File: src/rtl/pipeline_hazard_ctrl.sv
// Hazard/flow controller beside the ID/EX buffer: load-use bubbles, branch squash, memory freeze.
// Optional stall/flush event counters are built when HAZARD_PERF_CNT_EN is defined.
module pipeline_hazard_ctrl #(
    parameter int unsigned LU_STALL_CYCLES = 1,
    parameter int unsigned FLUSH_CYCLES    = 1,
    parameter int unsigned MEMREAD_BIT     = 1
) (
    input  logic        clk,
    input  logic        rst_n,
    input  logic [4:0]  id_rs,
    input  logic [4:0]  id_rt,
    input  logic        id_uses_rt,
    input  logic [4:0]  ex_rt,
    input  logic [2:0]  ex_m,
    input  logic        br_taken,
    input  logic        dmem_busy,
    output logic        pc_we,
    output logic        ifid_we,
    output logic        ifid_flush,
    output logic        idex_we,
    output logic        idex_bubble,
    output logic        exmem_bubble,
`ifdef HAZARD_PERF_CNT_EN
    output logic [15:0] stall_cnt,
    output logic [15:0] flush_cnt,
`endif
    output logic [1:0]  state
);

    typedef enum logic [1:0] {
        ST_RUN      = 2'd0,
        ST_LU_STALL = 2'd1,
        ST_FLUSH    = 2'd2
    } state_t;

    localparam logic [3:0] LU_RELOAD = 4'(LU_STALL_CYCLES - 1);
    localparam logic [3:0] FL_RELOAD = 4'(FLUSH_CYCLES - 1);
    localparam bit         LU_MULTI  = (LU_STALL_CYCLES > 1);
    localparam bit         FL_MULTI  = (FLUSH_CYCLES > 1);

    state_t     r_state;
    state_t     w_state_next;
    logic [3:0] r_cnt;
    logic [3:0] w_cnt_next;
    logic       w_hz;
    logic       w_rt_match;
    logic       w_rs_match;

    // $zero is hardwired, so a load targeting it can never feed a dependent instruction.
    assign w_rs_match = (ex_rt == id_rs);
    assign w_rt_match = id_uses_rt && (ex_rt == id_rt);
    assign w_hz       = ex_m[MEMREAD_BIT] && (ex_rt != 5'd0) && (w_rs_match || w_rt_match);

    assign state = r_state;

    always_comb begin
        pc_we        = 1'b1;
        ifid_we      = 1'b1;
        ifid_flush   = 1'b0;
        idex_we      = 1'b1;
        idex_bubble  = 1'b0;
        exmem_bubble = 1'b0;
        w_state_next = r_state;
        w_cnt_next   = r_cnt;

        if (!rst_n) begin
            // Reset is visible on the outputs immediately, without waiting for a clock.
            pc_we        = 1'b0;
            ifid_we      = 1'b0;
            ifid_flush   = 1'b1;
            idex_we      = 1'b0;
            idex_bubble  = 1'b1;
            exmem_bubble = 1'b1;
            w_state_next = ST_RUN;
            w_cnt_next   = 4'd0;
        end else if (dmem_busy) begin
            pc_we   = 1'b0;
            ifid_we = 1'b0;
            idex_we = 1'b0;
        end else if (br_taken) begin
            ifid_flush   = 1'b1;
            idex_bubble  = 1'b1;
            exmem_bubble = 1'b1;
            if (FL_MULTI) begin
                w_state_next = ST_FLUSH;
                w_cnt_next   = FL_RELOAD;
            end else begin
                w_state_next = ST_RUN;
                w_cnt_next   = 4'd0;
            end
        end else begin
            case (r_state)
                ST_RUN: begin
                    if (w_hz) begin
                        pc_we       = 1'b0;
                        ifid_we     = 1'b0;
                        idex_bubble = 1'b1;
                        if (LU_MULTI) begin
                            w_state_next = ST_LU_STALL;
                            w_cnt_next   = LU_RELOAD;
                        end
                    end
                end
                ST_LU_STALL: begin
                    pc_we       = 1'b0;
                    ifid_we     = 1'b0;
                    idex_bubble = 1'b1;
                    if (r_cnt <= 4'd1) begin
                        w_state_next = ST_RUN;
                        w_cnt_next   = 4'd0;
                    end else begin
                        w_cnt_next = r_cnt - 4'd1;
                    end
                end
                ST_FLUSH: begin
                    // Squash continues; PC keeps fetching sequentially from the branch target.
                    ifid_flush   = 1'b1;
                    idex_bubble  = 1'b1;
                    exmem_bubble = 1'b1;
                    if (r_cnt <= 4'd1) begin
                        w_state_next = ST_RUN;
                        w_cnt_next   = 4'd0;
                    end else begin
                        w_cnt_next = r_cnt - 4'd1;
                    end
                end
                default: begin
                    w_state_next = ST_RUN;
                    w_cnt_next   = 4'd0;
                end
            endcase
        end
    end

    always_ff @(posedge clk or negedge rst_n) begin
        if (!rst_n) begin
            r_state <= ST_RUN;
            r_cnt   <= 4'd0;
        end else begin
            r_state <= w_state_next;
            r_cnt   <= w_cnt_next;
        end
    end

`ifdef HAZARD_PERF_CNT_EN
    logic [15:0] r_stall_cnt;
    logic [15:0] r_flush_cnt;
    logic        w_stall_evt;
    logic        w_flush_evt;

    // Busy cycles drive every control output low, so they fall out of both events naturally.
    assign w_stall_evt = idex_bubble && !ifid_flush;
    assign w_flush_evt = ifid_flush;

    always_ff @(posedge clk or negedge rst_n) begin
        if (!rst_n) begin
            r_stall_cnt <= 16'd0;
            r_flush_cnt <= 16'd0;
        end else begin
            if (w_stall_evt && (r_stall_cnt != 16'hFFFF)) begin
                r_stall_cnt <= r_stall_cnt + 16'd1;
            end
            if (w_flush_evt && (r_flush_cnt != 16'hFFFF)) begin
                r_flush_cnt <= r_flush_cnt + 16'd1;
            end
        end
    end

    assign stall_cnt = r_stall_cnt;
    assign flush_cnt = r_flush_cnt;
`endif

endmodule

File: config.mk
export PLATFORM = sky130hd
export DESIGN_NAME = pipeline_hazard_ctrl
export DESIGN_NICKNAME = d
export VERILOG_FILES = /design/src/rtl/pipeline_hazard_ctrl.sv
export SDC_FILE = /design/constraint.sdc
export NUM_CORES = 1
export LEC_CHECK = 0
export ABC_AREA = 1
export CAP_MARGIN = 20
export CORE_AREA = 2 2 39 41
export DETAILED_ROUTE_END_ITERATION = 12
export DIE_AREA = 0 0 41 43
export DONT_BUFFER_PORTS = 1
export GPL_TIMING_DRIVEN = 0
export MAX_ROUTING_LAYER = met4
export PLACE_DENSITY_LB_ADDON = 0.08
export SLEW_MARGIN = 30
export SYNTH_ARGS = -nofsm -noshare
export SYNTH_HDL_FRONTEND = slang
export SYNTH_SLANG_ARGS = --single-unit
export TNS_END_PERCENT = 30
File: constraint.sdc
create_clock -name clk -period 2 [get_ports clk]
set_input_delay 0.6 -clock clk [delete_from_list [all_inputs] [get_ports clk]]
set_output_delay 0.6 -clock clk [all_outputs]
set_load 0.02 [all_outputs]
; ---- Word level (Yosys, flattened, before mapping)
; Index checks and enable logic that the tools add are counted.
[word_totals]
reg_bits = 6
inputBits = 23
wordCells = 46
[classes]
addsub = 1
magnitude_cmp = 1
eq_ne = 7
muxes = 26
reduce_logical = 9
[op_table]
columns = cell, count
row1 = $mux 4, 4
row2 = $mux 1, 14
row3 = $eq 5x5->1, 2
row4 = $mux 2, 4
row5 = $pmux 4 s2, 1
row6 = $reduce_bool 5->1, 1
row7 = $le 4x1->1 const B, 1
row8 = $ne 4x2->1 const B, 1
row9 = $pmux 1 s2, 2
row10 = $pmux 2 s2, 1
row11 = $sub 4x1->4 const B, 1
row12 = $logic_and 1x1->1, 3
row13 = $ne 3x3->1 const B, 1
row14 = $reduce_and 3->1, 1
row15 = $eq 2x1->1 const B, 1
row16 = $eq 2x2->1 const B, 1
row17 = $logic_not 2->1, 1
row18 = $ne 2x2->1 const B, 1
row19 = $reduce_and 2->1, 1
row20 = $reduce_or 2->1, 1
row21 = $logic_or 1x1->1, 1

; ---- Logic depth before layout (Yosys ltp)
; Gate-level depths: netlist (run 1).
[depth]
ltp_word = 9
mapped_depth = 10
ltp_nobuf = 9

; ---- Worst setup path before layout (run 1)
; OpenSTA, ideal clock, no wires.
[synth_path]
path_kind = input to output
from = input port ex_rt[2]
to = output port pc_we
t_arrival_ns = 1.399
required_time_ns = 1.400
slack_ns = 0.001
cell_stages = 8
path_buffers = 1
path_cell_list = inv_1 nand4_1 o21ai_0 inv_1 nand3_1 nand2_1 inv_1 buf_4
[synth_via]
elab_chain_cells = 9
[synth_lines]
columns = item, line
row1 = "start, declared", 13  ; input logic [4:0] ex_rt,
row2 = $eq 5x5->1, 51  ; assign w_rt_match = id_uses_rt && (ex_rt == id_rt);
row3 = $logic_and 1x1->1, 51
row4 = $logic_or 1x1->1, 52  ; assign w_hz = ex_m[MEMREAD_BIT] && (ex_rt != 5'd0) && (w_rs_match || w_rt_match);
row5 = $logic_and 1x1->1 (*), 52
row6 = $mux 1 (*), --
row7 = $pmux 1 s2 (*), --
row8 = $mux 1 (*) (3 in series), --
row9 = "end, declared", 17  ; output logic pc_we,
; Every way passes the cells marked *; elsewhere a longest branch is shown, timed or not.

; ---- Worst setup path in the final report (run 1)
[layout_path]
from = input port ex_rt[0]
to = output port pc_we
; The elaborated chain is that of the path after synthesis.

==> out/results.ini, run 1 <==
[timing]
timing.setup.tns_ps=0
period_needed_ps=1951
fmax_mhz=512.6
final_hold_viol_count=0
setup-violations-final=0
setup_slack_ps=49.32
fin_crit_sh_pct=97.53
whs_ps=1296
slew_viol_final=0

[global_route]
grt_remaining_overflow=0
grt_pass1_vias=257
grt_pass1_wl_um=938
grtUsageTotal_pct=7.267
antenna_found_initial=0
grt_max_degree=5

[logic_synthesis]
synth.most_common_cell=nand2_1
synth.top_cell.area_share_pct=37.66
netlist_area_um2=289.0
synth_area_leaders=nand2_1, inv_1, buf_4
yosysTopAreaCell=nand2_1
synth_cell_types=11
yosys_warnings=0
seq_area_frac_synth_pct=0
synthesis.area_per_instance_um2=4.189
synthTopCellsByCount=nand2_1, inv_1, nor2_1
synthCells=69

[setup_path]
worstSetupStartpoint=ex_rt[0]
critPathKind=in2out
critPathLaunchType=input port
required_ps=1400
arrival_ps=1350
endpoint_kind=output port
crit_fanout=4

[placed_design]
hpwl_um=586
dpl_cell_area_um2=312.8
dp.cells=86
pre_cts_ws_ps=-104.0
portBuffers=0
place_congestion=0.6359

[routing]
vias=343
via_per_inst=3.988
drt_wl_total_um=643
drc=0
wl_per_cell_um=7.477
drtIter0Drc=1
drtAntennaViolNets=0
drt_pass1_iterations=2

[layout]
drive_gt1_share_pct=31.43
area_growth_pct=25.11
ff_latch_area_um2=0
fillers=185
final_net_count=95
design.seq.count=0
design_area_um2=361.6
num_antenna_cells=0
multiInputGateArea_um2=217.7
instances_no_fill=86
n_clock_buffer=0

[power_and_ir_drop]
powerDensity_nw_per_um2=187.0
ir_worst_vdd_mv=0.05782
leakage_nw=0.2393

[outcome]
status=finished clean

[die]
design.core.area_um2=1384
initial_utilization_pct=20.89
num_io_pins=31
fp.dieH_um=43
dieArea_um2=1763
die_w_um=41
num_rows=14

[worst_hold_path]
hp-class=in2out
hp-start=dmem_busy

[cts]
ctsHoldBuffers=0
cts_setup_buffers=0

[flow_run]
drv_cap=0

## worst max-delay path, stage by stage
cell     delay, ps
inv_2           20
nand2_1         50
nand2_1         60
nor2_2         120
nand3_1         90
nand2_2         80
nand3_2         70
nand2_2         80
inv_4           50
buf_6          120
## cell type report
cell class	count	share of cell area [%]
Tap cell	16	5.536
Inverter	20	24.91
Multi-Input combinational cell	46	60.21
Buffer	4	9.343
## power by group
group	switching, W	leakage [nW]	internal (W)
clock network	0	0	0
registers	0	0	0
logic	0.0000410	0.239	0.0000266
total	0.0000410	0.239	0.0000266
## kinds of logic (layout without fill, tap and decap cells)
| logic type | count (synthesis) | in the layout | share of synthesized area [%] |
|---|---|---|---|
| AND/OR/NAND/NOR | 41 | 41 | 55.85 |
| buffers and inverters | 24 | 24 | 36.36 |
| AO/OA/AOI/OAI | 2 | 2 | 3.460 |
| other | 1 | 2 | 1.297 |
| XOR/XNOR | 1 | 1 | 3.031 |
## metal layers
layer  routed length, um  global-route usage, %  vias up
met5                   0                      -        -
met3                  55                 0.5236        0
li1                    -                      -      193
met4                   0                      0        0
met1                 267                  10.76      138
met2                 321                  11.25       12
## layout by cell type, fill, tap and decap left out, drive strengths merged
cell and count:
nand4 1, a21oi 1, inv 20, conb 2, nand3 4, nand2 29
o21ai 1, xnor2 1, nor2 7, buf 4
## per-stage QoR
step | total power (W) | util (%)
after floorplan | 0.00005251 | -
after global placement | 0.00005816 | 22.60
after detailed placement | 0.00005811 | 22.60
after CTS | 0.00006111 | 23.60
after global routing | 0.00007735 | 26.13
final | 0.00006763 | 26.13
## path summary, 6_finish.rpt
path,endpoint,cells after the start
worst max-delay path,pc_we,10
worst min-delay path,idex_we,1
## timing repair
| item | in CTS | in global routing |
|---|---|---|
| gates cloned | 0 | 0 |
| resized for setup | 9 | 16 |
| pin swaps | 8 | 11 |
| setup endpoints to repair | 1 | 3 |
(Power assumes the default switching activity.)
==> inputs of run 2 (changes only) <==
--- a/config.mk
+++ b/config.mk
@@ -6,7 +6,7 @@
 export NUM_CORES = 1
 export LEC_CHECK = 0
 export ABC_AREA = 1
-export CAP_MARGIN = 20
+export CAP_MARGIN = 10
 export CORE_AREA = 2 2 39 41
 export DETAILED_ROUTE_END_ITERATION = 12
 export DIE_AREA = 0 0 41 43
@@ -14,6 +14,7 @@
 export GPL_TIMING_DRIVEN = 0
 export MAX_ROUTING_LAYER = met4
 export PLACE_DENSITY_LB_ADDON = 0.08
+export SKIP_LAST_GASP = 1
 export SLEW_MARGIN = 30
 export SYNTH_ARGS = -nofsm -noshare
 export SYNTH_HDL_FRONTEND = slang
==> results of run 2 <==
Final layout, timing and power as in run 1 (identical DEF).
